[src/rtl/vctr_frame_parser.sv]
// vctr_frame_parser: decodes 3-byte command frames (header, channel, data)
// from the UART receive stage and writes the data byte into one of the
// vector registers. Frames are aborted on framing error, bad channel or
// inter-byte timeout; aborts are reported by a pulse and a saturating count.
//
// state  | meaning
// -------+-----------------------------------------------
// S_IDLE | waiting for the header byte, counter held at 0
// S_CHAN | header seen, waiting for the channel index
// S_DATA | channel latched, waiting for the data byte
module vctr_frame_parser #(
  parameter logic [7:0] HEADER         = 8'hA5,
  parameter int         NUM_CH         = 3,
  parameter int         TIMEOUT_CYCLES = 60000
) (
  input  logic       clock,
  input  logic       rst,
  input  logic       rx_valid,
  input  logic [7:0] rx_byte,
  input  logic       rx_ferr,
  output logic [7:0] vctr0,
  output logic [7:0] vctr1,
  output logic [7:0] vctr2,
  output logic       upd,
  output logic [1:0] upd_ch,
  output logic       frm_err,
  output logic [7:0] err_cnt,
  output logic       busy
);

  localparam int             CW       = (TIMEOUT_CYCLES > 2) ? $clog2(TIMEOUT_CYCLES) : 1;
  localparam logic [CW-1:0]  TO_LAST  = CW'(TIMEOUT_CYCLES - 1);
  localparam logic [7:0]     NUM_CH_B = 8'(NUM_CH);

  typedef enum logic [1:0] {S_IDLE, S_CHAN, S_DATA} state_t;

  state_t        state, state_nx;
  logic [CW-1:0] to_cnt, to_cnt_nx;
  logic [1:0]    ch, ch_nx;
  logic          abort;
  logic          wr_en;

  logic [7:0]    vctr0_nx, vctr1_nx, vctr2_nx;
  logic          upd_nx;
  logic [1:0]    upd_ch_nx;
  logic          frm_err_nx;
  logic [7:0]    err_cnt_nx;
  logic          busy_nx;

  // State, timeout counter, channel latch and all registered outputs.
  always_ff @(posedge clock or posedge rst) begin
    if (rst) begin
      state   <= S_IDLE;
      to_cnt  <= '0;
      ch      <= 2'd0;
      vctr0   <= 8'h00;
      vctr1   <= 8'h00;
      vctr2   <= 8'h00;
      upd     <= 1'b0;
      upd_ch  <= 2'd0;
      frm_err <= 1'b0;
      err_cnt <= 8'h00;
      busy    <= 1'b0;
    end else begin
      state   <= state_nx;
      to_cnt  <= to_cnt_nx;
      ch      <= ch_nx;
      vctr0   <= vctr0_nx;
      vctr1   <= vctr1_nx;
      vctr2   <= vctr2_nx;
      upd     <= upd_nx;
      upd_ch  <= upd_ch_nx;
      frm_err <= frm_err_nx;
      err_cnt <= err_cnt_nx;
      busy    <= busy_nx;
    end
  end

  // Next-state decode; event priority is framing error, then byte, then timeout.
  always_comb begin
    state_nx  = state;
    to_cnt_nx = to_cnt;
    ch_nx     = ch;
    abort     = 1'b0;
    wr_en     = 1'b0;
    case (state)
      S_IDLE: begin
        to_cnt_nx = '0;
        // A byte flagged with a framing error is corrupt, so it cannot start a frame.
        if (rx_valid && !rx_ferr && (rx_byte == HEADER)) begin
          state_nx = S_CHAN;
        end
      end
      S_CHAN: begin
        if (rx_ferr) begin
          abort = 1'b1;
        end else if (rx_valid) begin
          if (rx_byte < NUM_CH_B) begin
            state_nx  = S_DATA;
            ch_nx     = rx_byte[1:0];
            to_cnt_nx = '0;
          end else begin
            abort = 1'b1;
          end
        end else if (to_cnt == TO_LAST) begin
          abort = 1'b1;
        end else begin
          to_cnt_nx = to_cnt + CW'(1);
        end
      end
      S_DATA: begin
        if (rx_ferr) begin
          abort = 1'b1;
        end else if (rx_valid) begin
          wr_en     = 1'b1;
          state_nx  = S_IDLE;
          to_cnt_nx = '0;
        end else if (to_cnt == TO_LAST) begin
          abort = 1'b1;
        end else begin
          to_cnt_nx = to_cnt + CW'(1);
        end
      end
      default: begin
        state_nx  = S_IDLE;
        to_cnt_nx = '0;
      end
    endcase
    if (abort) begin
      state_nx  = S_IDLE;
      to_cnt_nx = '0;
    end
  end

  // Next values of the registered outputs, derived from the decoded events.
  always_comb begin
    vctr0_nx   = vctr0;
    vctr1_nx   = vctr1;
    vctr2_nx   = vctr2;
    upd_ch_nx  = upd_ch;
    err_cnt_nx = err_cnt;
    upd_nx     = wr_en;
    frm_err_nx = abort;
    busy_nx    = (state_nx != S_IDLE);
    if (wr_en) begin
      upd_ch_nx = ch;
      case (ch)
        2'd0:    vctr0_nx = rx_byte;
        2'd1:    vctr1_nx = rx_byte;
        2'd2:    vctr2_nx = rx_byte;
        default: ;
      endcase
    end
    if (abort && (err_cnt != 8'hFF)) begin
      err_cnt_nx = err_cnt + 8'd1;
    end
  end

endmodule

[config.mk]
export PLATFORM = sky130hd
export DESIGN_NAME = vctr_frame_parser
export DESIGN_NICKNAME = d
export VERILOG_FILES = /design/src/rtl/vctr_frame_parser.sv
export SDC_FILE = /design/constraint.sdc
export NUM_CORES = 1
export LEC_CHECK = 0
export CAP_MARGIN = 20
export CORE_AREA = 3 3 100 102
export DETAILED_ROUTE_END_ITERATION = 10
export DIE_AREA = 0 0 103 105
export GPL_ROUTABILITY_DRIVEN = 0
export SLEW_MARGIN = 20
export SYNTH_ARGS = -nofsm -noshare
export SYNTH_HDL_FRONTEND = slang
export SYNTH_SLANG_ARGS = --single-unit
[constraint.sdc]
create_clock -name clock -period 2.9 [get_ports clock]
set_clock_uncertainty 0.2 [all_clocks]
set_input_delay 0.29 -clock clock [delete_from_list [all_inputs] [get_ports clock]]
set_output_delay 0.29 -clock clock [all_outputs]
set_load 0.05 [all_outputs]
==> metrics.cfg, run 1 <==
[yosys]
synth_compound_area_share_pct = 11.7
synth_area_leaders = dfrtp_1 52%, mux2_2 11%, nand2_1 2.9%
synth.area.mux_share_pct = 12.9
syn-instance-count = 236
synth_top_area_share_pct = 52.0
synth.avg_cell_area_sq_um = 11.6
synth_top_family_by_area = simple AND/OR/NAND/NOR gates
syn-num-nets = 254
synthAdderAreaFrac_pct = 2.73
synthFlopType = dfrtp_1
synth.distinct_cells = 46
yosys_warnings = 0
ys_async_sr_fraction_pct = 100
synth.cell_area_sq_um = 2750
synth_top_area_cell = dfrtp_1
synth_seq_cells = 57
seq_area_frac_synth_pct = 52.0
synth_xor_area_share_pct = 1.60
synthSimpleGateAreaFrac_pct = 17.0
synth-edff-count = 0

[clock_network]
clock_sinks = 57
htreeDepth = 3
post_cts_resized = 0
cts_setup_buffers = 0
cts_tree = done
cts_buffers = 9
clockBufferDepth = 2
insertion_delay_ns = 0.33
clkSlewWorstSetupHoldPaths_ns = 0.07
cts-root-buf = clkbuf_8
cts_hold_buffers = 0

[grt]
grt_util_all_layers_pct = 11.5
grt_overflow = 0
antenna_found_initial = 0
grt_max_degree = 30
grt_pass1_vias = 2118
grt_pass1_wl_um = 9930

[layout]
final_core_util_pct = 39.3
diodes = 0
nFillCells = 911
area_growth_pct = 31.5
final_common_cell = dfrtp_1
final_cell_mix = 57 x dfrtp_1, 48 x clkdlybuf4s50_1, 28 x mux2_2, 21 x nand2_1, 15 x a21oi_1
final_cells = 414
drive_gt1_share_pct = 19.8
nets = 316

[detailed_routing]
via_per_inst = 4.98
postRouteAntennaNets = 0
dr_total_vias = 2060
drtIter0Drc = 71
drtPass1Iterations = 4
post_drt_wl_per_cell_um = 14.2
finalWirelength_um = 5860
drc = 0

[power_and_ir_drop]
p_leak_nw = 1.60
p_per_area_nw_per_um2 = 534
ir_drop_mv = 0.194

[worst_setup_path]
cp.arrival_ns = 2.54
cp-end-kind = register
cp-endpoint = to_cnt[15]
r2r-end = to_cnt[15]
cp_max_fo = 26
reg2regPathDepth = 7
path_class = register to register
worstSetupStartpointType = register
critPathRequiredTime_ns = 2.96
startpoint = state[0]
reg2reg_slack_ns = 0.41
r2r-start = state[0]

[floorplan]
io_pins = 49
die_width_um = 103
die_y_um = 105
core_area_sq_um = 9200
die-area_sq_um = 10800
rows = 35
initial_core_util_pct = 29.9

[flow_run]
cap_violations = 0

[sta]
slew_headroom_pct = 37.7
finalCriticalPeriod_ns = 2.49
setup_violations = 0
rsz0062_at_grt = false
period_share_pct = 85.7
tightest_slew_ns = 0.934
setup_tns_ns = 0
slew_viol_final = 0
fmax_mhz = 402
hold_violations = 0

[placed_design]
place_hpwl_um = 4220
dp.cells = 398
io_buffers = 48

[status]
status = completed

[min_path]
hp-class = input port to async pin

[cells by family after synthesis]
logic type,Yosys count
xor gates and xnor gates,5
and+or+nand+nor,80
adders and majority gates,6
AOI/OAI and AO/OA,44
DFF,57
muxes,31
buffers and inverters,13
[routing by layer]
layer | track usage, % | routed length (um)
met3 | 3.07 | 349
met4 | 5.27 | 70
met5 | 0 | 0
met2 | 18.6 | 2820
met1 | 14.0 | 2620
[per-stage QoR]
stage	total power (W)	worst slack, ns	hold WS, ns	area (sq um)
2_1_floorplan	0.00105	0.733	0.240	2750
3_3_place_gp	0.00114	0.234	0.288	3400
3_5_place_dp	0.00115	0.145	0.293	3400
4_1_cts	0.00197	0.399	0.171	3610
5_1_grt	0.00202	0.259	0.208	3610
6_report	0.00193	0.415	0.158	3610
[power by group]
part	internal (W)	switching [W]	total (W)
Combinational	0.000106	0.000187	0.000293
Sequential	0.000819	0.0000210	0.000840
Clock	0.000479	0.000316	0.000794
Total	0.00140	0.000524	0.00193
[synth_stat cells, drive strengths merged (2+ instances only)]
cell,number
nor2,6
or3,7
dfrtp,57
inv,11
and3,6
mux2,30
o31ai,6
o21ai,10
and4,4
nor3,4
nor2b,2
ha,6
and2,2
nand4,5
xor2,5
a31oi,2
or4,6
and4b,2
a21oi,16
nand3,7
nand2,21
nand2b,3
[worst max-delay path, cell delays in order (launching register included)]
cell       delay, ns
dfrtp_1         0.40
inv_1           0.13
ha_1            0.27
nand4b_1        0.12
a21oi_1         0.17
a2bb2oi_2       0.72
or4_1           0.23
mux2i_1         0.17
[sequential cells by signal, indices dropped and copies added (netlist names)]
| signal | flops |
|---|---|
| vctr1 | 8 |
| vctr2 | 8 |
| frm_err | 1 |
| vctr0 | 8 |
| ch | 2 |
| upd | 1 |
| to_cnt | 16 |
| upd_ch | 2 |
| state | 2 |
| busy | 1 |
| err_cnt | 8 |
[worst min path at each step]
stage               start       end  depth (start not counted)
2_1_floorplan  rx_byte[0]     ch[0]                          1
3_3_place_gp     vctr2[7]  vctr2[7]                          1
3_5_place_dp     vctr2[1]  vctr2[1]                          1
4_1_cts               rst  state[1]                          2
5_1_grt               rst  state[0]                          2
6_report              rst   frm_err                          2
[layout make-up]
type	count	area, sq um	share of cell area [%]
Clock buffer	10	128	3.54
Tap cell	111	139	3.85
Timing Repair Buffer	53	531	14.7
Clock inverter	6	82.6	2.29
Multi-Input combinational cell	166	1260	34.9
Inverter	11	43.8	1.21
Sequential cell	57	1430	39.5
No activity file was read; power rests on OpenSTA's default activity.
==> run 2, diff against run 1 <==
==> constraint.sdc (replaced) <==
create_clock -name clock -period 2.9 [get_ports clock]
set_clock_uncertainty 0.2 [all_clocks]
set_input_delay 0.58 -clock clock [delete_from_list [all_inputs] [get_ports clock]]
set_output_delay 0.58 -clock clock [all_outputs]
set_load 0.05 [all_outputs]
==> run 2 against run 1 <==
Register-to-register slack gained 0.08 ns. Largest power group unchanged. Cell area grew 2.1%. Via count rose by 0.78%. Die area unchanged. Critical path depth is the same. Highest routed layer unchanged. Non-clock buffer count is 9 higher. Sequential power is essentially flat. Critical endpoint is now to_cnt[2]. Critical path type is now input port to register.
==> metrics.cfg, run 2 (same netlist as run 1, synthesis figures left out) <==
[status]
status = completed

[placed_design]
io_buffers = 48  ; unchanged
dp_worst_setup_slack_ns = 0.0130  ; -0.132 ns
place_hpwl_um = 4360  ; +3.3%

[detailed_routing]
drc = 0  ; unchanged
dr_total_vias = 2076  ; +0.78%
postRouteAntennaNets = 0  ; unchanged
drtPass1Iterations = 4  ; unchanged
via_per_inst = 4.92  ; -1.1%
post_drt_wl_per_cell_um = 13.9  ; -1.5%
finalWirelength_um = 5890  ; +0.41%
drtIter0Drc = 88  ; +24%

[worst_setup_path]
worstSetupStartpointType = input port
cp.arrival_ns = 2.59  ; +0.05 ns
path_cells = clkdlybuf4s50_1, a2111oi_4, a21oi_1, a2bb2oi_2, buf_4, or3_1, a21oi_1
reg2regPathDepth = 8  ; +1
crit_top_cell = a21oi_1
critPathRequiredTime_ns = 2.95  ; about the same
reg2reg_slack_ns = 0.49  ; +0.08 ns
r2r-end = to_cnt[3]
path_depth = 7  ; unchanged
slowest_stage = clkdlybuf4s50_1
r2r-start = state[0]
cp_max_fo = 18  ; -31%
max_stage_delay_ns = 0.52  ; -0.20 ns
cp-end-kind = register
crit_family = compound AO/OA/AOI/OAI gates
crit_buf_inv = 2  ; +1
path_class = input port to register

[floorplan]
core_area_sq_um = 9200  ; unchanged
io_pins = 49  ; unchanged
die_width_um = 103  ; unchanged
die-area_sq_um = 10800  ; unchanged
rows = 35  ; unchanged
initial_core_util_pct = 29.9  ; unchanged
die_y_um = 105  ; unchanged

[grt]
grt_max_degree = 29  ; -3.3%
grt_pass1_wl_um = 9700  ; -2.3%
antenna_found_initial = 0  ; unchanged
grt_pass1_vias = 2041  ; -3.6%
grt_overflow = 0  ; unchanged
grt_util_all_layers_pct = 11.3  ; -0.18 points

[clock_network]
clockBufferDepth = 2  ; unchanged
post_cts_resized = 0  ; unchanged
cts_buffers = 9  ; unchanged
htreeDepth = 3  ; unchanged
clock_sinks = 57  ; unchanged
insertion_delay_ns = 0.33  ; about the same
clkSlewWorstSetupHoldPaths_ns = 0.06  ; about the same
cts_tree = done
cts_hold_buffers = 0  ; unchanged
cts_setup_buffers = 0  ; unchanged
cts-root-buf = clkbuf_8

[layout]
largest_register_ffs = 16  ; unchanged
final_common_cell = dfrtp_1
top_register = to_cnt
diodes = 0  ; unchanged
area_growth_pct = 34.2
nets = 325  ; +2.8%
nFillCells = 884  ; -3.0%
drive_gt1_share_pct = 22.2  ; +2.4 points
final_cell_mix = 57 x dfrtp_1, 48 x clkdlybuf4s50_1, 28 x mux2_2, 21 x nand2_1, 15 x a21oi_1

[sta]
fin_ws_ns = 0.365  ; -0.0502 ns
fmax_mhz = 394  ; -2.0%
holdWs_ns = 0.303  ; +0.146 ns
hold_violations = 0  ; unchanged
rsz0062_at_grt = false
setup_violations = 0  ; unchanged
period_share_pct = 87.4  ; +1.7 points
setup_tns_ns = 0  ; unchanged
slew_viol_final = 0  ; unchanged
slew_headroom_pct = 57.4  ; +20 points
tightest_slew_ns = 0.639  ; -0.295 ns
finalCriticalPeriod_ns = 2.54  ; +0.0502 ns

[power_and_ir_drop]
p_per_area_nw_per_um2 = 531  ; -0.54%
ir_drop_mv = 0.207  ; +6.7%
p_leak_nw = 1.64  ; +2.7%

[flow_run]
cap_violations = 0  ; unchanged

[min_path]
hold_path_end = vctr2[3]
hp-class = register to register
min-delay-start = vctr2[3]
worstHoldPathCells = 1

[run 2: worst register-to-register path, delay by kind of cell, from the launching register on]
family / cells / cell delay [ns]
AND/OR/NAND/NOR: 1 / 0.12
flip-flops: 1 / 0.41
buffers and inverters: 2 / 0.39
adder cells (fa/ha/maj): 1 / 0.27
AO/OA/AOI/OAI: 4 / 0.94
[run 2: report_power, final]
group          internal (W)  switching [W]
logic              0.000117       0.000190
registers          0.000819      0.0000209
clock network      0.000500       0.000310
total               0.00144       0.000521
[run 2: layer usage]
metal	up-vias	global-route usage [%]	wire length, um
li1	1015	-	-
met4	0	5.00	98
met5	-	0	0
met1	995	13.6	2720
met2	57	18.6	2770
met3	9	3.00	296
[run 2: cell type report]
type / count / area [sq um] / area share (%)
clock buffers: 10 / 138 / 3.74
flip-flops and latches: 57 / 1430 / 38.7
repair buffers: 62 / 598 / 16.2
clock inverters: 5 / 80.1 / 2.17
multi-input cells: 166 / 1260 / 34.2
well taps: 111 / 139 / 3.77
inverters: 11 / 43.8 / 1.19
[run 2: worst max-delay path by stage]
| stage | startpoint | slack, ns | to |
|---|---|---|---|
| after floorplan | rx_byte[3] | 0.67 | err_cnt[1] |
| after global placement | rx_byte[1] | 0.09 | to_cnt[12] |
| after detailed placement | rx_byte[7] | 0.01 | to_cnt[2] |
| after CTS | rx_byte[7] | 0.39 | to_cnt[2] |
| after global routing | rx_byte[3] | 0.26 | to_cnt[3] |
| final | rx_byte[7] | 0.36 | to_cnt[2] |
[run 2: metrics by stage]
stage | cells | instance area [sq um] | util (%) | total power (W)
3_3_place_gp | 407 | 3470 | 37.7 | 0.00116
5_1_grt | 422 | 3680 | 40.1 | 0.00205
6_report | 422 | 3680 | 40.1 | 0.00196
3_5_place_dp | 407 | 3470 | 37.7 | 0.00116
4_1_cts | 422 | 3680 | 40.1 | 0.00200
2_1_floorplan | 236 | 2750 | - | 0.00105
==> run 3, diff against run 2 <==
--- a/config.mk
+++ b/config.mk
@@ -6,9 +6,9 @@
 export NUM_CORES = 1
 export LEC_CHECK = 0
 export CAP_MARGIN = 20
-export CORE_AREA = 3 3 100 102
+export CORE_AREA = 3 3 88 90
 export DETAILED_ROUTE_END_ITERATION = 10
-export DIE_AREA = 0 0 103 105
+export DIE_AREA = 0 0 91 93
 export GPL_ROUTABILITY_DRIVEN = 0
 export SLEW_MARGIN = 20
 export SYNTH_ARGS = -nofsm -noshare
==> run 3 against run 2 <==
Global-route usage up 3.1 points. Highest routed layer unchanged. Critical path depth down 1. Cell area about the same. Sequential share of layout area about the same. Largest cell class unchanged. Total power up 5.4%.
==> metrics.cfg, run 3 (same netlist as run 1, synthesis figures left out) <==
[flow_run]
cap_violations = 0  ; unchanged

[clock_network]
cts_setup_buffers = 0  ; unchanged
cts-root-buf = clkbuf_8
cts_hold_buffers = 0  ; unchanged
cts_tree = done
post_cts_resized = 0  ; unchanged
cts_buffers = 9  ; unchanged
htreeDepth = 3  ; unchanged
clkSlewWorstSetupHoldPaths_ns = 0.06  ; about the same
clock_sinks = 57  ; unchanged
insertion_delay_ns = 0.33  ; about the same
clockBufferDepth = 2  ; unchanged

[worst_setup_path]
reg2regPathDepth = 7  ; -1
r2r-end = to_cnt[15]
cp.arrival_ns = 2.65  ; +0.06 ns
cp-endpoint = to_cnt[12]
critPathRequiredTime_ns = 2.94  ; about the same
reg2reg_slack_ns = 0.41  ; -0.08 ns
r2r-start = state[0]
cp-end-kind = register
path_class = input port to register
startpoint = rx_byte[1]
cp_max_fo = 26  ; +8
worstSetupStartpointType = input port

[floorplan]
rows = 31  ; -11%
initial_core_util_pct = 38.5  ; +8.6 points
die_y_um = 93  ; -11%
die_width_um = 91  ; -12%
core_area_sq_um = 7140  ; -22%
die-area_sq_um = 8460  ; -22%
io_pins = 49  ; unchanged

[detailed_routing]
post_drt_wl_per_cell_um = 13.6  ; -2.6%
postRouteAntennaNets = 0  ; unchanged
drc = 0  ; unchanged
dr_total_vias = 2069  ; -0.34%
drtIter0Drc = 76  ; -14%
finalWirelength_um = 5570  ; -5.4%
drtPass1Iterations = 4  ; unchanged
via_per_inst = 5.05  ; +2.6%

[sta]
period_share_pct = 89.8  ; +2.3 points
hold_violations = 0  ; unchanged
slew_headroom_pct = 38.0  ; -19 points
slew_viol_final = 0  ; unchanged
tightest_slew_ns = 0.930  ; +0.291 ns
finalCriticalPeriod_ns = 2.60  ; +0.0678 ns
setup_violations = 0  ; unchanged
fmax_mhz = 384  ; -2.6%
rsz0062_at_grt = false

[status]
status = completed

[placed_design]
place_hpwl_um = 4020  ; -7.8%
dp.cells = 394  ; -3.2%
io_buffers = 48  ; unchanged

[layout]
nets = 324  ; -0.31%
largest_register_ffs = 16  ; unchanged
final_core_util_pct = 51.6  ; +12 points
diodes = 0  ; unchanged
drive_gt1_share_pct = 21.9  ; -0.32 points
top_register = to_cnt
final_cell_mix = 57 x dfrtp_1, 48 x clkdlybuf4s50_1, 28 x mux2_2, 21 x nand2_1, 15 x a21oi_1
nFillCells = 680  ; -23%
area_growth_pct = 34.3  ; about the same
final_cells = 410  ; -2.8%
final_common_cell = dfrtp_1

[grt]
met3_usage_pct = 3.86  ; +0.86 points
antenna_found_initial = 0  ; unchanged
grt_busiest_layer = met2
grt_pass1_vias = 2052  ; +0.54%
grt_pass1_wl_um = 9710  ; about the same
grt_overflow = 0  ; unchanged
grt_use_met1_pct = 18.9  ; +5.3 points
grt_util_all_layers_pct = 14.4  ; +3.1 points
grtUsageMet2_pct = 22.1  ; +3.6 points
grt_max_degree = 27  ; -6.9%

[power_and_ir_drop]
p_per_area_nw_per_um2 = 560  ; +5.4%
ir_drop_mv = 0.324  ; +56%
p_leak_nw = 1.65  ; +0.75%

[min_path]
hp-class = register to register
min-delay-start = vctr1[1]

[run 3: changes by cell type in the layout (fill, tap and decap cells not counted), sizes merged]
| cell | before | now |
|---|---|---|
| clkbuf | 10 | 12 |
| clkinvlp | 2 | 0 |
| buf | 14 | 13 |
| bufinv | 2 | 3 |
[run 3: layer usage]
metal  part of all wire, %  routed length [um]
met5                     0                   0
met4                   2.1                 116
met3                   4.3                 238
met2                    46                2540
met1                    48                2680
[run 3: how the worst min path moves through the flow]
stage                end  slack, ns  cells past startpoint
6_report        vctr1[1]       0.30                      1
5_1_grt         vctr0[0]       0.32                      1
4_1_cts         vctr2[1]       0.31                      1
3_5_place_dp    vctr2[1]       0.29                      1
3_3_place_gp    vctr2[1]       0.29                      1
2_1_floorplan  to_cnt[4]       0.30                      2
[run 3: per-stage QoR]
stage | instance area, sq um | worst slack, ns | power (W) | setup TNS [ns] | hold WS [ns]
final | 3690 | 0.297 | 0.00206 | 0 | 0.302
after global routing | 3690 | 0.157 | 0.00216 | 0 | 0.320
after CTS | 3690 | 0.307 | 0.00210 | 0 | 0.309
after detailed placement | 3430 | -0.0406 | 0.00115 | -0.0675 | 0.293
after global placement | 3430 | -0.00617 | 0.00115 | -0.00617 | 0.289
after floorplan | 2750 | 0.667 | 0.00105 | 0 | 0.297
[run 3: area by class of cell]
| cell class | instances | area (sq um) | share of cell area, % |
|---|---|---|---|
| clock buffer | 12 | 155 | 4.21 |
| inverter | 11 | 43.8 | 1.19 |
| tap | 99 | 124 | 3.36 |
| clock inverter | 4 | 98.8 | 2.68 |
| multi-input combinational | 166 | 1260 | 34.2 |
| sequential | 57 | 1430 | 38.7 |
| timing repair buffer | 61 | 578 | 15.7 |
[run 3: report_power, final]
part / switching [W] / internal (W) / total [W]
sequential: 0.0000201 / 0.000819 / 0.000839
combinational: 0.000186 / 0.000110 / 0.000295
clock: 0.000308 / 0.000620 / 0.000928
total: 0.000514 / 0.00155 / 0.00206
[run 3: worst max-delay path, stage by stage]
cell and delay [ns]:
clkdlybuf4s50_1 0.47, a2111oi_4 0.48, a21o_1 0.20, a2bb2oi_2 0.23
or4_1 0.53, a21oi_1 0.16
